## config.mk

```make
export PLATFORM = sky130hd
export DESIGN_NAME = updown_dir_ctrl
export DESIGN_NICKNAME = d
export VERILOG_FILES = /design/src/rtl/updown_pkg.sv /design/src/rtl/btn_debounce.sv /design/src/rtl/updown_dir_ctrl.sv
export SDC_FILE = /design/constraint.sdc
export NUM_CORES = 1
export LEC_CHECK = 0
export CAP_MARGIN = 5
export CORE_AREA = 2 2 39 41
export CTS_CLUSTER_SIZE = 20
export DETAILED_ROUTE_END_ITERATION = 16
export DIE_AREA = 0 0 41 43
export SYNTH_ARGS = -nofsm -noshare
export SYNTH_HDL_FRONTEND = slang
export SYNTH_SLANG_ARGS = --single-unit
```

## constraint.sdc

```tcl
create_clock -name clock -period 1.07 [get_ports clock]
set_input_delay 0.1605 -clock clock [delete_from_list [all_inputs] [get_ports clock]]
set_output_delay 0.1605 -clock clock [all_outputs]
set_load 0.05 [all_outputs]
```

## src/rtl/updown_pkg.sv

```systemverilog
// Shared encodings for the up/down counter direction path.
// The counter uses the same DIR_ encoding, so both ends stay in step.
package updown_pkg;

    localparam logic DIR_UP         = 1'b0;
    localparam logic DIR_DOWN       = 1'b1;
    localparam logic MODE_TOGGLE    = 1'b0;
    localparam logic MODE_MOMENTARY = 1'b1;

    typedef enum logic {
        ST_UP   = DIR_UP,
        ST_DOWN = DIR_DOWN
    } dir_state_t;

    // Momentary mode follows the level outright.
    // Toggle mode flips only on a debounced rising edge.
    function automatic dir_state_t next_dir(
        input logic       mode,
        input logic       level,
        input logic       rise,
        input dir_state_t cur
    );
        dir_state_t nxt;
        if (mode == MODE_MOMENTARY) begin
            nxt = level ? ST_DOWN : ST_UP;
        end else if (rise) begin
            nxt = (cur == ST_UP) ? ST_DOWN : ST_UP;
        end else begin
            nxt = cur;
        end
        return nxt;
    endfunction

endpackage

```

## src/rtl/btn_debounce.sv

```systemverilog
// Two-flop synchroniser plus consecutive-sample debouncer.
// Usable for any asynchronous push-button input.
module btn_debounce #(
    parameter int DEBOUNCE_CYCLES = 4
) (
    input  logic clock,
    input  logic Reset,
    input  logic raw_in,
    output logic level_out
);

    localparam int CNT_W = $clog2(DEBOUNCE_CYCLES + 1);
    localparam logic [CNT_W-1:0] CNT_LAST = CNT_W'(DEBOUNCE_CYCLES - 1);

    logic             r_sync1;
    logic             r_sync2;
    logic [CNT_W-1:0] r_cnt;
    logic             r_level;

    always_ff @(posedge clock or posedge Reset) begin
        if (Reset) begin
            r_sync1 <= 1'b0;
            r_sync2 <= 1'b0;
            r_cnt   <= '0;
            r_level <= 1'b0;
        end else begin
            r_sync1 <= raw_in;
            r_sync2 <= r_sync1;
            // Any sample that agrees with the current level restarts the run.
            if (r_sync2 == r_level) begin
                r_cnt <= '0;
            end else if (r_cnt == CNT_LAST) begin
                r_level <= r_sync2;
                r_cnt   <= '0;
            end else begin
                r_cnt <= r_cnt + 1'b1;
            end
        end
    end

    assign level_out = r_level;

endmodule

```

## src/rtl/updown_dir_ctrl.sv

```systemverilog
// Direction control for the up/down counter: debounced button drives Down
// in toggle or momentary mode, with a one-cycle pulse on each change.
module updown_dir_ctrl
    import updown_pkg::*;
#(
    parameter int DEBOUNCE_CYCLES = 4
) (
    input  logic clock,
    input  logic Reset,
    input  logic btn_dir,
    input  logic mode,
    output logic Down,
    output logic dir_pulse,
    output logic btn_level
);

    logic       w_level;
    logic       w_rise;
    dir_state_t w_next;
    logic       r_level_d;
    dir_state_t r_state;
    logic       r_pulse;

    btn_debounce #(
        .DEBOUNCE_CYCLES (DEBOUNCE_CYCLES)
    ) u_btn_debounce (
        .clock     (clock),
        .Reset     (Reset),
        .raw_in    (btn_dir),
        .level_out (w_level)
    );

    assign w_rise = w_level & ~r_level_d;
    assign w_next = next_dir(mode, w_level, w_rise, r_state);

    always_ff @(posedge clock or posedge Reset) begin
        if (Reset) begin
            r_level_d <= 1'b0;
            r_state   <= ST_UP;
            r_pulse   <= 1'b0;
        end else begin
            r_level_d <= w_level;
            r_state   <= w_next;
            r_pulse   <= (w_next != r_state);
        end
    end

    assign Down      = (r_state == ST_DOWN);
    assign dir_pulse = r_pulse;
    assign btn_level = w_level;

endmodule

```

==> metrics.txt <==
# TYPE chip_impl_metric gauge
chip_impl_metric{name="drt-pass1-iter-count",unit=""} 4
chip_impl_metric{name="floorplan.io_pins",unit=""} 7
chip_impl_metric{name="worst_slew_margin_rel",unit="%"} 78.0
chip_impl_metric{name="synth_sequential_area_ratio",unit="%"} 63.8
chip_impl_metric{name="mappedNetlistArea",unit="um^2"} 353
chip_impl_metric{name="cts_max_level",unit=""} 1
chip_impl_metric{name="cp.buffers_inverters",unit=""} 0
chip_impl_info{name="root_buffer_cell",value="clkbuf_4"} 1
chip_impl_metric{name="finalWorstSetupSlack",unit="ns"} -0.0406
chip_impl_info{name="synth_area_leaders",value="dfrtp_1 64%, mux2_2 6.4%, nor3b_1 4.3%, a211oi_2 3.5%, and4bb_1 3.5%"} 1
chip_impl_metric{name="comb_pwr_share",unit="%"} 47.1
chip_impl_metric{name="antennaDiodeCount",unit=""} 0
chip_impl_metric{name="cellInternalPower",unit="mW"} 1.00
chip_impl_metric{name="cts-buffers-inserted",unit=""} 3
chip_impl_metric{name="drt_iter0_drc",unit=""} 3
chip_impl_metric{name="synth-warning-count",unit=""} 0
chip_impl_metric{name="post_synth_inst_count",unit=""} 25
chip_impl_metric{name="switchingPower",unit="mW"} 0.556
chip_impl_metric{name="grt_start_max_net_pins",unit=""} 10
chip_impl_metric{name="power.density_cell_area",unit="nW/um^2"} 2960
chip_impl_metric{name="fin_nets",unit=""} 44
chip_impl_info{name="outcome",value="finished with violations"} 1
chip_impl_metric{name="count_of_unresolved_drc_violations_after_routing",unit=""} 0
chip_impl_metric{name="clockBufferDepth",unit=""} 2
chip_impl_info{name="yosysMostFrequentCell",value="dfrtp_1"} 1
chip_impl_metric{name="worst_skew_pair.late_latency",unit="ns"} 0.25
chip_impl_metric{name="max-vdd-ir-drop",unit="V"} 0.000923
chip_impl_metric{name="antenna_violations_before_repair",unit=""} 0
chip_impl_metric{name="hold-worst-slack",unit="ns"} 0.172
chip_impl_info{name="cts_tree",value="yes"} 1
chip_impl_metric{name="fp.dieW",unit="um"} 41
chip_impl_metric{name="final_setup_viols",unit=""} 1
chip_impl_metric{name="timing.max_cap.violations",unit=""} 0
chip_impl_metric{name="grt_first_pass_wirelength",unit="um"} 917
chip_impl_metric{name="post_synth.cell_area_avg",unit="um^2"} 14.1
chip_impl_metric{name="antenna_violating_nets_post_route",unit=""} 0
chip_impl_metric{name="fmax",unit="GHz"} 0.900
chip_impl_info{name="end_kind",value="flip-flop"} 1
chip_impl_metric{name="post-route-period-util",unit="%"} 104
chip_impl_metric{name="grt_use_total",unit="%"} 8.22
chip_impl_metric{name="dp_hpwl",unit="um"} 438
chip_impl_info{name="synth.largest_area_cell",value="dfrtp_1"} 1
chip_impl_metric{name="cp.arrival",unit="ns"} 1.24
chip_impl_metric{name="first_global_vias",unit=""} 232
chip_impl_metric{name="layout-drive-gt1-share",unit="%"} 42.1
chip_impl_metric{name="crit_cells",unit=""} 3
chip_impl_metric{name="die-area",unit="um^2"} 1760
chip_impl_metric{name="sw_frac_of_total",unit="%"} 35.6
chip_impl_info{name="timing.critical_path.cells",value="ha_2 > nor2b_4 > mux2_4"} 1
chip_impl_metric{name="area_growth_syn_to_layout",unit="%"} 49.6
chip_impl_metric{name="critical-path-max-stage-delay",unit="ns"} 0.36
chip_impl_metric{name="clkSlewWorstSetupHoldPaths",unit="ns"} 0.06
chip_impl_info{name="rsz0062_at_grt",value="true"} 1
chip_impl_metric{name="pwr-share-clk",unit="%"} 15.5
chip_impl_metric{name="core.rowCount",unit=""} 14
chip_impl_info{name="cp_max_delay_cell",value="dfrtp_1"} 1
chip_impl_info{name="critPathLaunchType",value="flip-flop"} 1
chip_impl_metric{name="fin_crit",unit="ns"} 1.11
chip_impl_metric{name="wl_per_cell",unit="um"} 9.98
chip_impl_info{name="critPathTopFamily",value="flip-flops"} 1
chip_impl_info{name="synth-main-ff-cell",value="dfrtp_1"} 1
chip_impl_metric{name="io_buffer_count",unit=""} 6
chip_impl_metric{name="static-leakage-power",unit="nW"} 0.234
chip_impl_metric{name="cp_data_required_time",unit="ns"} 1.20
chip_impl_metric{name="fin_skew",unit="ns"} 0.00186
chip_impl_metric{name="route.vias.total",unit=""} 228
chip_impl_metric{name="yosys_register_bits",unit=""} 9
chip_impl_metric{name="number_of_max_slew_violations_in_the_final_report",unit=""} 0
chip_impl_metric{name="coreArea",unit="um^2"} 1380
chip_impl_metric{name="postPlaceCellArea",unit="um^2"} 483
chip_impl_metric{name="die_height",unit="um"} 43
chip_impl_metric{name="synth_async_sr_flop_share",unit="%"} 100
chip_impl_metric{name="finalPower",unit="mW"} 1.56
chip_impl_info{name="startpoint_to_endpoint_class_of_the_critical_path",value="reg2reg"} 1
chip_impl_metric{name="synth.distinct_cells",unit=""} 13
chip_impl_metric{name="gp_congestion",unit=""} 0.598
chip_impl_info{name="timing.hold.worst.class",value="in2async"} 1
chip_impl_metric{name="number_of_failing_hold_endpoints_at_the_final_stage",unit=""} 0
chip_impl_info{name="synth.cells.most_frequent",value="9 x dfrtp_1, 2 x inv_1, 2 x mux2_2, 2 x nor2b_1, 2 x nor3b_1"} 1
chip_impl_metric{name="timing_worst_slew_pin_value",unit="ns"} 0.329
chip_impl_metric{name="crit_path_max_fanout",unit=""} 2
chip_impl_metric{name="ff2ff_path_depth",unit=""} 3
chip_impl_metric{name="cts.sinks",unit=""} 9
chip_impl_metric{name="mappedNetlistNets",unit=""} 30
chip_impl_metric{name="start_util",unit="%"} 25.5
chip_impl_metric{name="final_area",unit="um^2"} 528
chip_impl_metric{name="route.final.wire_length",unit="um"} 539
chip_impl_metric{name="grt.overflow.total",unit=""} 0
chip_impl_metric{name="post_drt_via_cell_ratio",unit=""} 4.22
chip_impl_metric{name="synth-edff-count",unit=""} 0
chip_impl_info{name="violated_checks",value="negative setup slack"} 1
chip_impl_metric{name="top_cell_type_s_share_of_synthesized_area",unit="%"} 63.8
chip_impl_metric{name="power.sequential.fraction",unit="%"} 37.4
-- power groups by stage --
stage	registers (mW)	clock network (mW)	logic [mW]
after floorplan	0.735	0	0.210
after global placement	0.579	0	0.670
after detailed placement	0.592	0	0.690
after CTS	0.585	0.258	0.716
after global routing	0.603	0.285	0.781
final	0.584	0.243	0.734
-- per-layer routing --
layer	vias to the layer above	track usage (%)	share of wire [%]
li1	112	-	-
met1	109	8.33	43
met2	7	12.8	50
met3	0	3.14	6.5
met4	0	6.00	0
met5	-	0	0
-- worst register-to-register path, cell delays in order, from the launching register on --
cell and delay (ns):
dfrtp_1 0.36, ha_2 0.18, nor2b_4 0.15, mux2_4 0.30
-- cell type report --
type,count,area [um^2]
multi-input cells,14,134
well taps,16,20.0
repair buffers,9,113
clock buffers,4,26.3
flip-flops and latches,9,228
fillers,131,856
inverters,2,7.51
-- registers in the layout, summed over array words and instances, names as in the netlist --
signal,count
r_level_d,1
u_btn_debounce.r_sync2,1
u_btn_debounce.r_cnt,3
u_btn_debounce.r_sync1,1
dir_pulse,1
u_btn_debounce.level_out,1
Down,1
-- through the flow --
step / TNS (ns) / cells / util [%] / setup slack (ns)
final: -0.0406 / 54 / 38.2 / -0.0406
after CTS: -0.0431 / 53 / 37.6 / -0.0431
after global routing: -0.0585 / 54 / 38.2 / -0.0558
after global placement: -0.271 / 48 / 34.9 / -0.139
after floorplan: 0 / 25 / - / 0.00171
after detailed placement: -0.362 / 48 / 34.9 / -0.162
-- what timing repair did --
action                     CTS  global route
buffers inserted             1             1
setup endpoints to repair    1             2
pin swaps                    1             1
gates resized for setup      1             0
hold buffers                 0             0
-- placed cells by master (no fill, tap or decap), types with 2 or more instances in the layout --
| cell | synthesis | routed |
|---|---|---|
| dfrtp_2 | 0 | 2 |
| clkbuf_4 | 0 | 3 |
| buf_4 | 0 | 3 |
| buf_12 | 0 | 3 |
| inv_1 | 2 | 2 |
| clkdlybuf4s50_1 | 0 | 3 |
| dfrtp_1 | 9 | 7 |
| nor3b_1 | 2 | 2 |
-- logic make-up (layout without fill, tap and decap cells) --
| kind of cell | after synthesis | in the layout | synth area share, % |
|---|---|---|---|
| and+or+nand+nor | 8 | 8 | 16.7 |
| DFF | 9 | 9 | 63.8 |
| muxes | 2 | 2 | 6.38 |
| xor gates and xnor gates | 1 | 1 | 2.48 |
| AOI/OAI and AO/OA | 2 | 2 | 4.96 |
| adders and majority gates | 1 | 1 | 3.55 |
| buffers and inverters | 2 | 15 | 2.13 |
-- path summary, 6_finish.rpt --
| path | startpoint | to | slack [ns] |
|---|---|---|---|
| worst max-delay path | u_btn_debounce.r_cnt[0]$_DFF_PP0_ | u_btn_debounce.level_out$_DFFE_PP0P_ | -0.04 |
| worst min-delay path | Reset | u_btn_debounce.r_sync1$_DFF_PP0_ | 0.17 |
| worst max register to register | u_btn_debounce.r_cnt[0]$_DFF_PP0_ | u_btn_debounce.level_out$_DFFE_PP0P_ | -0.04 |
| worst min register to register | u_btn_debounce.r_sync1$_DFF_PP0_ | u_btn_debounce.r_sync2$_DFF_PP0_ | 0.36 |
| max in group asynchronous | Reset | u_btn_debounce.level_out$_DFFE_PP0P_ | 0.63 |
| min in group clock | btn_dir | u_btn_debounce.r_sync1$_DFF_PP0_ | 0.35 |
(Power assumes the default switching activity.)
